File: config.mk
export PLATFORM = sky130hd
export DESIGN_NAME = mem_port_arbiter_flat
export DESIGN_NICKNAME = d
export VERILOG_FILES = /design/src/rtl/mem_port_arbiter_if.sv /design/src/rtl/mem_port_arbiter.sv /design/src/flat_wrapper.sv
export SDC_FILE = /design/constraint.sdc
export NUM_CORES = 1
export LEC_CHECK = 0
export CAP_MARGIN = 40
export CORE_AREA = 3 3 173 175
export DETAILED_ROUTE_END_ITERATION = 6
export DIE_AREA = 0 0 176 178
export HOLD_SLACK_MARGIN = 0.12
export PLACE_DENSITY = 0.51
export SETUP_SLACK_MARGIN = 0.4
export SYNTH_ARGS = -nofsm -noshare
export SYNTH_HDL_FRONTEND = slang
export SYNTH_SLANG_ARGS = --single-unit
File: constraint.sdc
create_clock -name clk -period 2.01 [get_ports clk]
set_clock_uncertainty 0.1 [all_clocks]
set_input_delay 0.5025 -clock clk [delete_from_list [all_inputs] [get_ports clk]]
set_output_delay 0.5025 -clock clk [all_outputs]
set_load 0.005 [all_outputs]
File: src/rtl/mem_port_arbiter_if.sv
// mem_port_arbiter_if: groups the two requester channels (A = instruction
// fetch, B = data/stack load) and the shared ROM read port of the arbiter.
// The arbiter takes the slave view; the CPU side and ROM take the master view.
interface mem_port_arbiter_if #(
    parameter int MEM_ADDR  = 4,
    parameter int MEM_EXTRA = 4
);
    // Response width: one byte per extra-byte selector value.
    localparam int DW = (2 ** MEM_EXTRA) * 8;

    // Requester A: instruction fetch
    logic                 a_req;
    logic [MEM_ADDR:0]    a_addr;
    logic [MEM_EXTRA-1:0] a_extra;
    logic                 a_ready;
    logic                 a_valid;
    logic [DW-1:0]        a_data;
    logic                 a_error;

    // Requester B: data/stack load with an access window and beat lock
    logic                 b_req;
    logic                 b_lock;
    logic [MEM_ADDR:0]    b_addr;
    logic [MEM_EXTRA-1:0] b_extra;
    logic [MEM_ADDR:0]    b_lower_bound;
    logic [MEM_ADDR:0]    b_upper_bound;
    logic                 b_ready;
    logic                 b_valid;
    logic [DW-1:0]        b_data;
    logic                 b_error;

    // Shared ROM read port
    logic [MEM_ADDR:0]    mem_addr;
    logic [MEM_EXTRA-1:0] mem_extra;
    logic [MEM_ADDR:0]    mem_lower_bound;
    logic [MEM_ADDR:0]    mem_upper_bound;
    logic [DW-1:0]        mem_data;
    logic                 mem_error;

    modport slave (
        input  a_req, a_addr, a_extra,
        output a_ready, a_valid, a_data, a_error,
        input  b_req, b_lock, b_addr, b_extra, b_lower_bound, b_upper_bound,
        output b_ready, b_valid, b_data, b_error,
        output mem_addr, mem_extra, mem_lower_bound, mem_upper_bound,
        input  mem_data, mem_error
    );

    modport master (
        output a_req, a_addr, a_extra,
        input  a_ready, a_valid, a_data, a_error,
        output b_req, b_lock, b_addr, b_extra, b_lower_bound, b_upper_bound,
        input  b_ready, b_valid, b_data, b_error,
        input  mem_addr, mem_extra, mem_lower_bound, mem_upper_bound,
        output mem_data, mem_error
    );
endinterface

File: src/rtl/mem_port_arbiter.sv
// mem_port_arbiter: shares the single ROM read port between instruction fetch
// (A) and data/stack load (B). Round-robin between the two, with a bounded
// lock so a multi-beat B access can keep the port for up to MAX_LOCK grants
// while A is waiting. The ROM answers one cycle after the address register is
// loaded, so a one-entry tag {pending, owner} routes each response back.
module mem_port_arbiter #(
    parameter int MEM_ADDR  = 4,
    parameter int MEM_EXTRA = 4,
    parameter int MAX_LOCK  = 4
) (
    input  logic              clk,
    input  logic              reset,
    mem_port_arbiter_if.slave bus
);
    // Lock counter must be able to hold MAX_LOCK itself.
    localparam int LW = $clog2(MAX_LOCK + 1);
    localparam logic [LW-1:0] LOCK_MAX_C  = LW'(MAX_LOCK);
    localparam logic [LW-1:0] LOCK_ZERO_C = {LW{1'b0}};
    localparam logic [LW-1:0] LOCK_ONE_C  = LW'(1);

    localparam logic [MEM_ADDR:0]    ADDR_ZERO_C  = {(MEM_ADDR + 1){1'b0}};
    localparam logic [MEM_ADDR:0]    ADDR_ONES_C  = {(MEM_ADDR + 1){1'b1}};
    localparam logic [MEM_EXTRA-1:0] EXTRA_ZERO_C = {MEM_EXTRA{1'b0}};

    // In-flight tag encoding: {pending, owner}; owner 0 = A, 1 = B.
    localparam logic [1:0] TAG_NONE = 2'b00;
    localparam logic [1:0] TAG_A    = 2'b10;
    localparam logic [1:0] TAG_B    = 2'b11;

    // Arbitration state
    logic            last_b_r;       // 1: most recent grant went to B
    logic            prev_b_lock_r;  // most recent grant was B with b_lock set
    logic [LW-1:0]   lock_cnt_r;     // locked B grants taken while A waited
    logic [1:0]      tag_r;          // owner of the read now returning

    // ROM-facing address/bounds registers
    logic [MEM_ADDR:0]    mem_addr_r;
    logic [MEM_EXTRA-1:0] mem_extra_r;
    logic [MEM_ADDR:0]    mem_lower_r;
    logic [MEM_ADDR:0]    mem_upper_r;

    // Combinational decisions
    logic grant_a_s;
    logic grant_b_s;
    logic lock_active_s;
    logic a_valid_s;
    logic b_valid_s;

    // Grant selection: single requester wins outright; contention goes to the
    // side not served last unless B still holds an unexpired lock.
    always_comb begin
        grant_a_s     = 1'b0;
        grant_b_s     = 1'b0;
        lock_active_s = prev_b_lock_r & (lock_cnt_r < LOCK_MAX_C);
        if (reset) begin
            grant_a_s = 1'b0;
            grant_b_s = 1'b0;
        end else begin
            case ({bus.a_req, bus.b_req})
                2'b10: grant_a_s = 1'b1;
                2'b01: grant_b_s = 1'b1;
                2'b11: begin
                    if (lock_active_s || !last_b_r) begin
                        grant_b_s = 1'b1;
                    end else begin
                        grant_a_s = 1'b1;
                    end
                end
                default: begin
                    grant_a_s = 1'b0;
                    grant_b_s = 1'b0;
                end
            endcase
        end
    end

    // Round-robin pointer and lock bookkeeping.
    always_ff @(posedge clk) begin
        if (reset) begin
            last_b_r      <= 1'b1;
            prev_b_lock_r <= 1'b0;
            lock_cnt_r    <= LOCK_ZERO_C;
        end else begin
            if (grant_a_s || grant_b_s) begin
                last_b_r      <= grant_b_s;
                prev_b_lock_r <= grant_b_s & bus.b_lock;
            end
            // A grant or a released lock ends the streak; otherwise each
            // locked B grant that made A wait uses up one slot.
            if (grant_a_s || !bus.b_lock) begin
                lock_cnt_r <= LOCK_ZERO_C;
            end else if (grant_b_s && bus.a_req && (lock_cnt_r < LOCK_MAX_C)) begin
                lock_cnt_r <= lock_cnt_r + LOCK_ONE_C;
            end
        end
    end

    // Load the winner's address, extra count and access window for the ROM;
    // A always reads with the full window, B with its own bounds.
    always_ff @(posedge clk) begin
        if (reset) begin
            mem_addr_r  <= ADDR_ZERO_C;
            mem_extra_r <= EXTRA_ZERO_C;
            mem_lower_r <= ADDR_ZERO_C;
            mem_upper_r <= ADDR_ONES_C;
        end else if (grant_a_s) begin
            mem_addr_r  <= bus.a_addr;
            mem_extra_r <= bus.a_extra;
            mem_lower_r <= ADDR_ZERO_C;
            mem_upper_r <= ADDR_ONES_C;
        end else if (grant_b_s) begin
            mem_addr_r  <= bus.b_addr;
            mem_extra_r <= bus.b_extra;
            mem_lower_r <= bus.b_lower_bound;
            mem_upper_r <= bus.b_upper_bound;
        end
    end

    // Record who owns the read issued this cycle; a new grant may overwrite
    // the tag in the same cycle the previous response is delivered.
    always_ff @(posedge clk) begin
        if (reset) begin
            tag_r <= TAG_NONE;
        end else if (grant_a_s) begin
            tag_r <= TAG_A;
        end else if (grant_b_s) begin
            tag_r <= TAG_B;
        end else begin
            tag_r <= TAG_NONE;
        end
    end

    // Decode the tag into per-requester valids; nothing is delivered while
    // reset is held, even if the ROM is still answering an older read.
    always_comb begin
        a_valid_s = 1'b0;
        b_valid_s = 1'b0;
        if (reset) begin
            a_valid_s = 1'b0;
            b_valid_s = 1'b0;
        end else begin
            case (tag_r)
                TAG_A:   a_valid_s = 1'b1;
                TAG_B:   b_valid_s = 1'b1;
                default: begin
                    a_valid_s = 1'b0;
                    b_valid_s = 1'b0;
                end
            endcase
        end
    end

    assign bus.a_ready = grant_a_s;
    assign bus.b_ready = grant_b_s;

    assign bus.mem_addr        = mem_addr_r;
    assign bus.mem_extra       = mem_extra_r;
    assign bus.mem_lower_bound = mem_lower_r;
    assign bus.mem_upper_bound = mem_upper_r;

    // ROM data is broadcast; the valid strobe tells each side when it is theirs.
    assign bus.a_valid = a_valid_s;
    assign bus.b_valid = b_valid_s;
    assign bus.a_data  = bus.mem_data;
    assign bus.b_data  = bus.mem_data;
    assign bus.a_error = bus.mem_error & a_valid_s;
    assign bus.b_error = bus.mem_error & b_valid_s;
endmodule

File: src/flat_wrapper.sv
// flat-port wrapper written by rule: the top's interface ports become plain ports
module mem_port_arbiter_flat 
#(
    parameter int MEM_ADDR  = 4,
    parameter int MEM_EXTRA = 4,
    parameter int MAX_LOCK  = 4
)
  (clk, reset, bus_a_req, bus_a_addr, bus_a_extra, bus_a_ready, bus_a_valid, bus_a_data, bus_a_error, bus_b_req, bus_b_lock, bus_b_addr, bus_b_extra, bus_b_lower_bound, bus_b_upper_bound, bus_b_ready, bus_b_valid, bus_b_data, bus_b_error, bus_mem_addr, bus_mem_extra, bus_mem_lower_bound, bus_mem_upper_bound, bus_mem_data, bus_mem_error);
  mem_port_arbiter_if #(.MEM_ADDR(MEM_ADDR), .MEM_EXTRA(MEM_EXTRA)) bus_i ();
  input  logic clk;
  input  logic reset;
  input wire logic [$bits(bus_i.a_req)-1:0] bus_a_req;
  input wire logic [$bits(bus_i.a_addr)-1:0] bus_a_addr;
  input wire logic [$bits(bus_i.a_extra)-1:0] bus_a_extra;
  output wire logic [$bits(bus_i.a_ready)-1:0] bus_a_ready;
  output wire logic [$bits(bus_i.a_valid)-1:0] bus_a_valid;
  output wire logic [$bits(bus_i.a_data)-1:0] bus_a_data;
  output wire logic [$bits(bus_i.a_error)-1:0] bus_a_error;
  input wire logic [$bits(bus_i.b_req)-1:0] bus_b_req;
  input wire logic [$bits(bus_i.b_lock)-1:0] bus_b_lock;
  input wire logic [$bits(bus_i.b_addr)-1:0] bus_b_addr;
  input wire logic [$bits(bus_i.b_extra)-1:0] bus_b_extra;
  input wire logic [$bits(bus_i.b_lower_bound)-1:0] bus_b_lower_bound;
  input wire logic [$bits(bus_i.b_upper_bound)-1:0] bus_b_upper_bound;
  output wire logic [$bits(bus_i.b_ready)-1:0] bus_b_ready;
  output wire logic [$bits(bus_i.b_valid)-1:0] bus_b_valid;
  output wire logic [$bits(bus_i.b_data)-1:0] bus_b_data;
  output wire logic [$bits(bus_i.b_error)-1:0] bus_b_error;
  output wire logic [$bits(bus_i.mem_addr)-1:0] bus_mem_addr;
  output wire logic [$bits(bus_i.mem_extra)-1:0] bus_mem_extra;
  output wire logic [$bits(bus_i.mem_lower_bound)-1:0] bus_mem_lower_bound;
  output wire logic [$bits(bus_i.mem_upper_bound)-1:0] bus_mem_upper_bound;
  input wire logic [$bits(bus_i.mem_data)-1:0] bus_mem_data;
  input wire logic [$bits(bus_i.mem_error)-1:0] bus_mem_error;
  assign bus_i.a_req = bus_a_req;
  assign bus_i.a_addr = bus_a_addr;
  assign bus_i.a_extra = bus_a_extra;
  assign bus_a_ready = bus_i.a_ready;
  assign bus_a_valid = bus_i.a_valid;
  assign bus_a_data = bus_i.a_data;
  assign bus_a_error = bus_i.a_error;
  assign bus_i.b_req = bus_b_req;
  assign bus_i.b_lock = bus_b_lock;
  assign bus_i.b_addr = bus_b_addr;
  assign bus_i.b_extra = bus_b_extra;
  assign bus_i.b_lower_bound = bus_b_lower_bound;
  assign bus_i.b_upper_bound = bus_b_upper_bound;
  assign bus_b_ready = bus_i.b_ready;
  assign bus_b_valid = bus_i.b_valid;
  assign bus_b_data = bus_i.b_data;
  assign bus_b_error = bus_i.b_error;
  assign bus_mem_addr = bus_i.mem_addr;
  assign bus_mem_extra = bus_i.mem_extra;
  assign bus_mem_lower_bound = bus_i.mem_lower_bound;
  assign bus_mem_upper_bound = bus_i.mem_upper_bound;
  assign bus_i.mem_data = bus_mem_data;
  assign bus_i.mem_error = bus_mem_error;
  mem_port_arbiter #(.MEM_ADDR(MEM_ADDR), .MEM_EXTRA(MEM_EXTRA), .MAX_LOCK(MAX_LOCK)) u_core (.clk(clk), .reset(reset), .bus(bus_i));
endmodule
-- Word level (Yosys, flattened, before mapping)
Index checks and enable logic that the tools add are counted.
- reductions and logical operators: 10
- equality and inequality tests: 5
- $add $sub $neg: 1
- muxes and demuxes: 16
- bitwise gates (word level): 4
- $lt $le $gt $ge: 1
- operators by type and width (kind ; number):
    2-to-1 mux 5 bit ; 2
    == test 2 bit (second input constant) ; 4
    2-to-1 mux 1 bit ; 8
    2-to-1 mux 4 bit ; 2
    AND 1 bit ; 4
    2-to-1 mux 2 bit ; 2
    one-hot mux 1 bit (2 select lines) ; 2
    OR reduction 2 bit ; 2
    adder 3 x 1 -> 3 bit (second input constant) ; 1
    logical OR 1 bit ; 3
    < comparator 3 bit (second input constant) ; 1
    == test 2 x 1 -> 1 bit (second input constant) ; 1
    logical AND 1 bit ; 2
    logical NOT 1 bit ; 2
    nonzero test 2 bit ; 1
- input bits: 162
- flip-flop bits (word level): 26
- word-level logic and storage cells: 46
- output and inout port bits: 281

-- Logic depth before layout (Yosys ltp)
Gate-level depths: netlist of run 1.
- depth in word-level cells: 8
- depth in mapped cells: 5
- depth with buffers taken out: 3

-- Worst setup path before layout of run 1
Ideal clock, no wire load.
- kind: input-to-output
- start: input port bus_a_req
- end: output port bus_b_ready
- buffers on the path: 1
- stages on the path: 4
- path slack: 200 ps
- data arrival time: 1207 ps
- path through: nand2_1 > o21ai_2 > buf_2 > nor2_1
- word-level cells in the longest chain between the ends: 3
- RTL lines (what ; RTL line ; text):
    start: declaration ; flat_wrapper.sv:12 ; input wire logic [$bits(bus_i.a_req)-1:0] bus_a_req;
    == test 2 bit / == test 2 x 1 -> 1 bit (equally long branches) ; mem_port_arbiter.sv:59 ; case ({bus.a_req, bus.b_req})
    one-hot mux 1 bit (2 select lines) * ; mem_port_arbiter.sv:59 ;
    2-to-1 mux 1 bit * ; mem_port_arbiter.sv:55 ; if (reset) begin
    end: declaration ; flat_wrapper.sv:25 ; output wire logic [$bits(bus_i.b_ready)-1:0] bus_b_ready;
Mark *: on every way between the ends. The rest lies on a longest branch, timed or not.

-- Worst setup path in the final report of run 1
- start: input port bus_a_req
- end: output port bus_a_ready
- word-level cells in the longest chain between the ends: 3
- RTL lines (what ; RTL line ; text):
    == test 2 bit ; mem_port_arbiter.sv:59 ;
    one-hot mux 1 bit (2 select lines) * ; mem_port_arbiter.sv:59 ;
    2-to-1 mux 1 bit * ; mem_port_arbiter.sv:55 ;
    end: declaration ; flat_wrapper.sv:15 ; output wire logic [$bits(bus_i.a_ready)-1:0] bus_a_ready;
Marked as above.

==> results of run 1 <==
-- Yosys cell counts, types with 2 or more instances --
cell type / instances / area share, %
sky130_fd_sc_hd__buf_4: 256 / 62
sky130_fd_sc_hd__dfxtp_1: 26 / 17
sky130_fd_sc_hd__a211oi_1: 24 / 5.8
sky130_fd_sc_hd__a21oi_1: 9 / 1.4
sky130_fd_sc_hd__mux2i_1: 9 / 2.9
sky130_fd_sc_hd__clkbuf_1: 8 / 0.97
sky130_fd_sc_hd__o21ai_0: 7 / 1.1
sky130_fd_sc_hd__nand3_1: 6 / 0.97
sky130_fd_sc_hd__nor3_1: 6 / 0.97
sky130_fd_sc_hd__o211ai_1: 6 / 1.4
sky130_fd_sc_hd__buf_2: 4 / 0.64
sky130_fd_sc_hd__nand2_1: 4 / 0.48
sky130_fd_sc_hd__inv_1: 3 / 0.36
sky130_fd_sc_hd__a221oi_2: 2 / 0.97
sky130_fd_sc_hd__and3_1: 2 / 0.40
sky130_fd_sc_hd__nor2_1: 2 / 0.24
sky130_fd_sc_hd__nor2b_1: 2 / 0.40
sky130_fd_sc_hd__nor3b_1: 2 / 0.48
-- cell type report --
cell class,instances,share of cell area (%)
Clock buffer,3,2.80
Multi-Input combinational cell,88,26.7
Inverter,3,0.420
Timing Repair Buffer,86,31.0
Sequential cell,26,20.0
Tap cell,384,17.9
Clock inverter,1,1.12
-- state kept, by name (all words and copies together) (netlist names) --
name / count
u_core.tag_r: 2
u_core.bus.mem_lower_bound: 5
u_core.prev_b_lock_r: 1
u_core.bus.mem_upper_bound: 5
u_core.last_b_r: 1
u_core.bus.mem_extra: 4
u_core.bus.mem_addr: 5
u_core.lock_cnt_r: 3
-- power by group through the flow --
| stage | clock network [mW] | registers [mW] | logic (mW) |
|---|---|---|---|
| finish | 0.609 | 0.563 | 0.326 |
| global route | 0.662 | 0.568 | 0.355 |
| CTS | 0.632 | 0.564 | 0.322 |
| detailed placement | 0 | 0.575 | 0.308 |
| global placement | 0 | 0.575 | 0.308 |
| floorplan | 0 | 0.575 | 0.515 |
-- kinds of logic (layout without fill, tap and decap cells) --
logic type	after synthesis	after routing
multiplexers	9	9
flip-flops	26	26
AND/OR/NAND/NOR	29	29
adder cells (fa/ha/maj)	1	1
buffers and inverters	271	93
AO/OA/AOI/OAI	49	49
-- critical path: cells and delay by family --
family | cells | cell delay [ns]
buffers and inverters | 3 | 0.26
and+or+nand+nor | 2 | 0.25
AOI/OAI and AO/OA | 1 | 0.15
-- per-stage QoR --
stage          hold WS (ns)  power (mW)  worst slack (ns)  cell area, um^2  std cells
4_1_cts               0.366        1.52             0.217             2630        590
5_1_grt               0.398        1.58             0.208             2680        591
2_1_floorplan         0.364        1.09             0.404             3140        385
3_3_place_gp          0.359       0.883            -0.603             2410        580
3_5_place_dp          0.358       0.883            -0.583             2410        580
6_report              0.367        1.50             0.238             2680        591
-- path summary, 6_finish.rpt --
| kind | startpoint | to | slack, ns | depth (start not counted) |
|---|---|---|---|---|
| min reg2reg | u_core.bus.mem_lower_bound[2] | u_core.bus.mem_lower_bound[2] | 0.37 | 2 |
| max | bus_a_req | bus_a_ready | 0.24 | 6 |
| min | u_core.bus.mem_lower_bound[2] | u_core.bus.mem_lower_bound[2] | 0.37 | 2 |
| max reg2reg | u_core.lock_cnt_r[2] | u_core.bus.mem_extra[1] | 0.47 | 4 |
-- layer usage --
metal	global-route usage (%)	wire length (um)	vias up
li1	-	-	648
met1	4.09	2470	668
met2	8.25	3920	203
met3	4.56	1680	95
met4	4.52	784	0
met5	0	0	-
-- what timing repair did --
| item | in CTS | in global routing |
|---|---|---|
| setup buffers | 5 | 1 |
| gates resized for setup | 90 | 13 |
| pin swaps | 7 | 5 |
| endpoints found under the setup margin | 51 | 9 |
| gates cloned | 1 | 0 |
==> flow_metrics.tcl, run 1 <==
set metrics [dict create \
    die_w_um 176 \
    post-route-period-util_pct 88.1 \
    synth.yosys.seq_area_share_pct 16.7 \
    via_to_cell_ratio 2.73 \
    route.final.wire_length_um 8850 \
    final-hold-violation-count 0 \
    detailedRoute.firstPassIterationCount 4 \
    regArea_um2 537 \
    vdd_ir_drop_max_mv 0.367 \
    power.switching_fraction_pct 24.5 \
    diodes 0 \
    synth-xor-area-share_pct 0 \
    io_pins 443 \
    rsz_0062_raised_after_global_routing "yes" \
    placement_rows 62 \
    fp.coreArea_um2 28600 \
    cts_root_buf "sky130_fd_sc_hd__clkbuf_16" \
    setup_violations 0 \
    synth_adder_area_share_pct 0.402 \
    effective_utilization_at_floorplan_pct 10.9 \
    postRouteAntennaNets 0 \
    die-area_um2 31300 \
    outcome "finished, final reports clean" \
    number_of_global_route_vias_before_repair 1754 \
    synthToLayoutAreaGrowth_pct -13.8 \
    insertion_delay_ns 0.27 \
    cts_max_level 1 \
    critical_path.startpoint_type "primary input" \
    p_leak_nw 0.915 \
    synth_edf_count 0 \
    worst_slew_margin_rel_pct 71.4 \
    overflow 0 \
    cellInternalPower_mw 1.13 \
    wl_per_cell_um 15.0 \
    comb_power_share_pct 21.8 \
    finish.utilization_pct 9.37 \
    maximum_number_of_pins_on_one_net_before_global_route_repair 16 \
    netlist_area_um2 3110 \
    tritoncts_num_sinks 26 \
    clock_buffers_created_by_tritoncts 3 \
    worstPathCellList "buf_6 > buf_6 > nand2_4 > o21ai_4 > and3_4 > buf_6" \
    async_flop_share_pct 0 \
    final_layout_size_suffix_gt1_share_pct 34.3 \
    final_max_slew_viol_count 0 \
    most_used_cells_in_the_layout_excluding_fill_and_tap_cells "sky130_fd_sc_hd__clkdlybuf4s50_1 (29), sky130_fd_sc_hd__a211oi_1 (19), sky130_fd_sc_hd__buf_4 (19), sky130_fd_sc_hd__dfxtp_1 (19), sky130_fd_sc_hd__dlygate4sd2_1 (18)" \
    worst_setup_hold_path_clk_slew_ns 0.07 \
    ys_seq_elements 26 \
    hold_path.class "reg2reg" \
    end_kind "output pin" \
    num-fill-cells 3314 \
    max_freq_ghz 0.564 \
    antenna_violations_before_repair 0 \
    synth_compound_gate_area_share_pct 11.1 \
    remaining_drc_errors 0 \
    final_common_cell "sky130_fd_sc_hd__clkdlybuf4s50_1" \
    cp.required_ns 1.41 \
    pwr_density_cell_nw_per_um2 559 \
    multiInputGateArea_um2 717 \
    totalNegativeSetupSlack_ns 0 \
    p_sw_mw 0.367 \
    maximum_fanout_along_the_worst_path 3 \
    synth_top_family_by_area "buffers and inverters" \
    max_clock_buf_depth 2 \
    wire_length_of_the_first_global_routing_pass_um 12100 \
    max_cap_violations 0 \
    synthesis.yosys.warnings 0 \
    worst_path_largest_cell_delay_ns 0.20 \
    grtUsageTotal_pct 5.29 \
    max_slew.worst_pin.slew_ns 0.429 \
    sequentialPowerShare_pct 37.6 \
    routabilityCongestion 0.672 \
    crit_type "in2out" \
    drt_iter0_markers 47 \
    dpl_wire_length_um 7150 \
    die_y_um 178 \
    clk_network_pwr_share_pct 40.6 \
    post_synth_and_or_nand_nor_area_fraction_pct 5.19 \
    multiplexer_share_of_the_synthesized_area_pct 2.90 \
    nNetsFinal 371 \
    timing.critical_path.arrival_ns 1.17 \
    most_used_cell_along_the_critical_path "sky130_fd_sc_hd__buf_6" \
    num_vias 1614 \
    postSynthNetCount 548 \
    cpMaxStageDelayCell "sky130_fd_sc_hd__and3_4" \
    period_minus_slack_ns 1.77 \
    average_instance_area_after_synthesis_um2 8.08 \
    cts-hold-fix-buffers 0 \
    synthFlopType "sky130_fd_sc_hd__dfxtp_1" \
    numPortBuffers 58 \
    synth_cell_type_count 25 \
    tritoncts "built" \
    synth_cells 385 \
]
No activity file was read; power rests on OpenSTA's default activity.
==> run 2, diff against run 1 <==
Settings changed: GPL_TIMING_DRIVEN set to 0.
==> flow_metrics.tcl, run 2 (synthesis results as in run 1) <==
set metrics [dict create \
    layout.cell_area.non_filler_um2 6660 \
    cts-hold-fix-buffers 0 \
    cpLargestDelayFamily "flip-flops" \
    tritoncts "built" \
    totalNegativeSetupSlack_ns 0 \
    hold_path.startpoint "reset" \
    route.final.wire_length_um 14100 \
    io_pins 443 \
    overflow 0 \
    insertion_delay_ns 0.27 \
    clk_network_pwr_share_pct 24.3 \
    crit_type "reg2out" \
    nNetsFinal 878 \
    cellInternalPower_mw 1.56 \
    final_common_cell "sky130_fd_sc_hd__dlygate4sd2_1" \
    die-area_um2 31300 \
    timing.critical_path.arrival_ns 1.32 \
    reg2reg_from "u_core.last_b_r" \
    worst_setup_hold_path_clk_slew_ns 0.07 \
    cpMaxStageDelayCell "sky130_fd_sc_hd__dfxtp_2" \
    wire_length_of_the_first_global_routing_pass_um 19100 \
    numPortBuffers 314 \
    p_leak_nw 3.41 \
    number_of_global_route_vias_before_repair 3465 \
    synthToLayoutAreaGrowth_pct 114 \
    maximum_fanout_along_the_worst_path 4 \
    maximum_number_of_pins_on_one_net_before_global_route_repair 15 \
    critical_path.startpoint_type "flip-flop" \
    hold_path.class "in2reg" \
    die_w_um 176 \
    max_slew.worst_pin.slew_ns 0.558 \
    effective_utilization_at_floorplan_pct 10.9 \
    dpl_wire_length_um 12700 \
    worstPathBufferInverterCount 2 \
    post-route-period-util_pct 95.6 \
    pwr_density_cell_nw_per_um2 319 \
    placement.cell_area_um2 6760 \
    period_minus_slack_ns 1.92 \
    max_freq_ghz 0.521 \
    most_used_cell_along_the_critical_path "sky130_fd_sc_hd__buf_6" \
    placement_rows 62 \
    setup_violations 0 \
    max_cap_violations 0 \
    cp-startpoint "u_core.prev_b_lock_r" \
    p_sw_mw 0.561 \
    final-hold-violation-count 0 \
    postRouteAntennaNets 0 \
    antenna_violations_before_repair 1 \
    clock_buffers_created_by_tritoncts 3 \
    die_y_um 178 \
    grtUsageTotal_pct 7.88 \
    worstPathCellList "nor2b_4 > buf_6 > o21ai_4 > and3_1 > buf_6" \
    final_layout_size_suffix_gt1_share_pct 43.1 \
    detailedRoute.firstPassIterationCount 4 \
    power.switching_fraction_pct 26.4 \
    routabilityCongestion 0.780 \
    end_kind "output pin" \
    rsz_0062_raised_after_global_routing "yes" \
    num_vias 3425 \
    cp.required_ns 1.41 \
    finalPower_mw 2.12 \
    fp.coreArea_um2 28600 \
    cts_max_level 1 \
    worst_path_largest_cell_delay_ns 0.32 \
    via_to_cell_ratio 3.12 \
    diodes 0 \
    worst_hold_slack_ns 0.349 \
    wl_per_cell_um 12.8 \
    max_clock_buf_depth 2 \
    final_max_slew_viol_count 0 \
    num-fill-cells 3229 \
    sequentialPowerShare_pct 26.5 \
    outcome "finished, final reports clean" \
    worst_slew_margin_rel_pct 62.8 \
    cts_root_buf "sky130_fd_sc_hd__clkbuf_16" \
    most_used_cells_in_the_layout_excluding_fill_and_tap_cells "sky130_fd_sc_hd__dlygate4sd2_1 (274), sky130_fd_sc_hd__buf_4 (267), sky130_fd_sc_hd__clkdlybuf4s50_1 (29)" \
    drt_iter0_markers 98 \
    vdd_ir_drop_max_mv 0.267 \
    remaining_drc_errors 0 \
    comb_power_share_pct 49.2 \
    tritoncts_num_sinks 26 \
]
[run 2: power by group through the flow]
stage | clock network [mW] | registers (mW) | logic, mW
2_1_floorplan | 0 | 0.575 | 0.515
3_3_place_gp | 0 | 0.575 | 1.24
3_5_place_dp | 0 | 0.576 | 1.24
4_1_cts | 0.535 | 0.563 | 1.05
5_1_grt | 0.558 | 0.567 | 1.13
6_report | 0.515 | 0.563 | 1.04
[run 2: worst paths after layout]
| path | to | slack [ns] | cells after the start |
|---|---|---|---|
| hold / removal | u_core.last_b_r | 0.35 | 3 |
| hold reg to reg | u_core.bus.mem_lower_bound[1] | 0.37 | 2 |
| setup reg to reg | u_core.bus.mem_extra[2] | 0.55 | 5 |
| setup / recovery | bus_a_ready | 0.09 | 5 |
[run 2: per-stage QoR]
step | instances | setup slack [ns] | util, %
after floorplan | 385 | 0.404 | -
after global placement | 1083 | -0.951 | 23.6
after detailed placement | 1083 | -0.967 | 23.6
after CTS | 1096 | 0.0507 | 23.1
after global routing | 1098 | 0.0210 | 23.3
final | 1098 | 0.0892 | 23.3
[run 2: what timing repair did]
item | CTS | global route
buffers inserted | 9 | 2
setup endpoints to repair | 307 | 20
resized for setup | 339 | 18
pin swaps | 4 | 3
[run 2: area by class of cell]
| type | count | area, um^2 | area share, % |
|---|---|---|---|
| clock buffer | 4 | 88.8 | 1.33 |
| inverter | 3 | 13.8 | 0.207 |
| buffer | 268 | 2010 | 30.1 |
| multi-input combinational | 88 | 673 | 10.1 |
| tap | 384 | 480 | 7.21 |
| sequential | 26 | 533 | 8.00 |
| timing repair buffer | 325 | 2860 | 43.0 |
[run 2: metal layers]
metal,wire length (um),GRT usage (%)
met1,4710,7.96
met3,1660,3.38
met5,13,0
met4,30,0.495
met2,7660,15.6
[run 2: worst reg2reg max path, cell delays in order, from the launching register on]
cell and delay (ns):
sky130_fd_sc_hd__dfxtp_2 0.38, sky130_fd_sc_hd__and2_1 0.15, sky130_fd_sc_hd__clkbuf_1 0.21, sky130_fd_sc_hd__buf_4 0.23
sky130_fd_sc_hd__a211oi_1 0.09, sky130_fd_sc_hd__a211oi_1 0.22
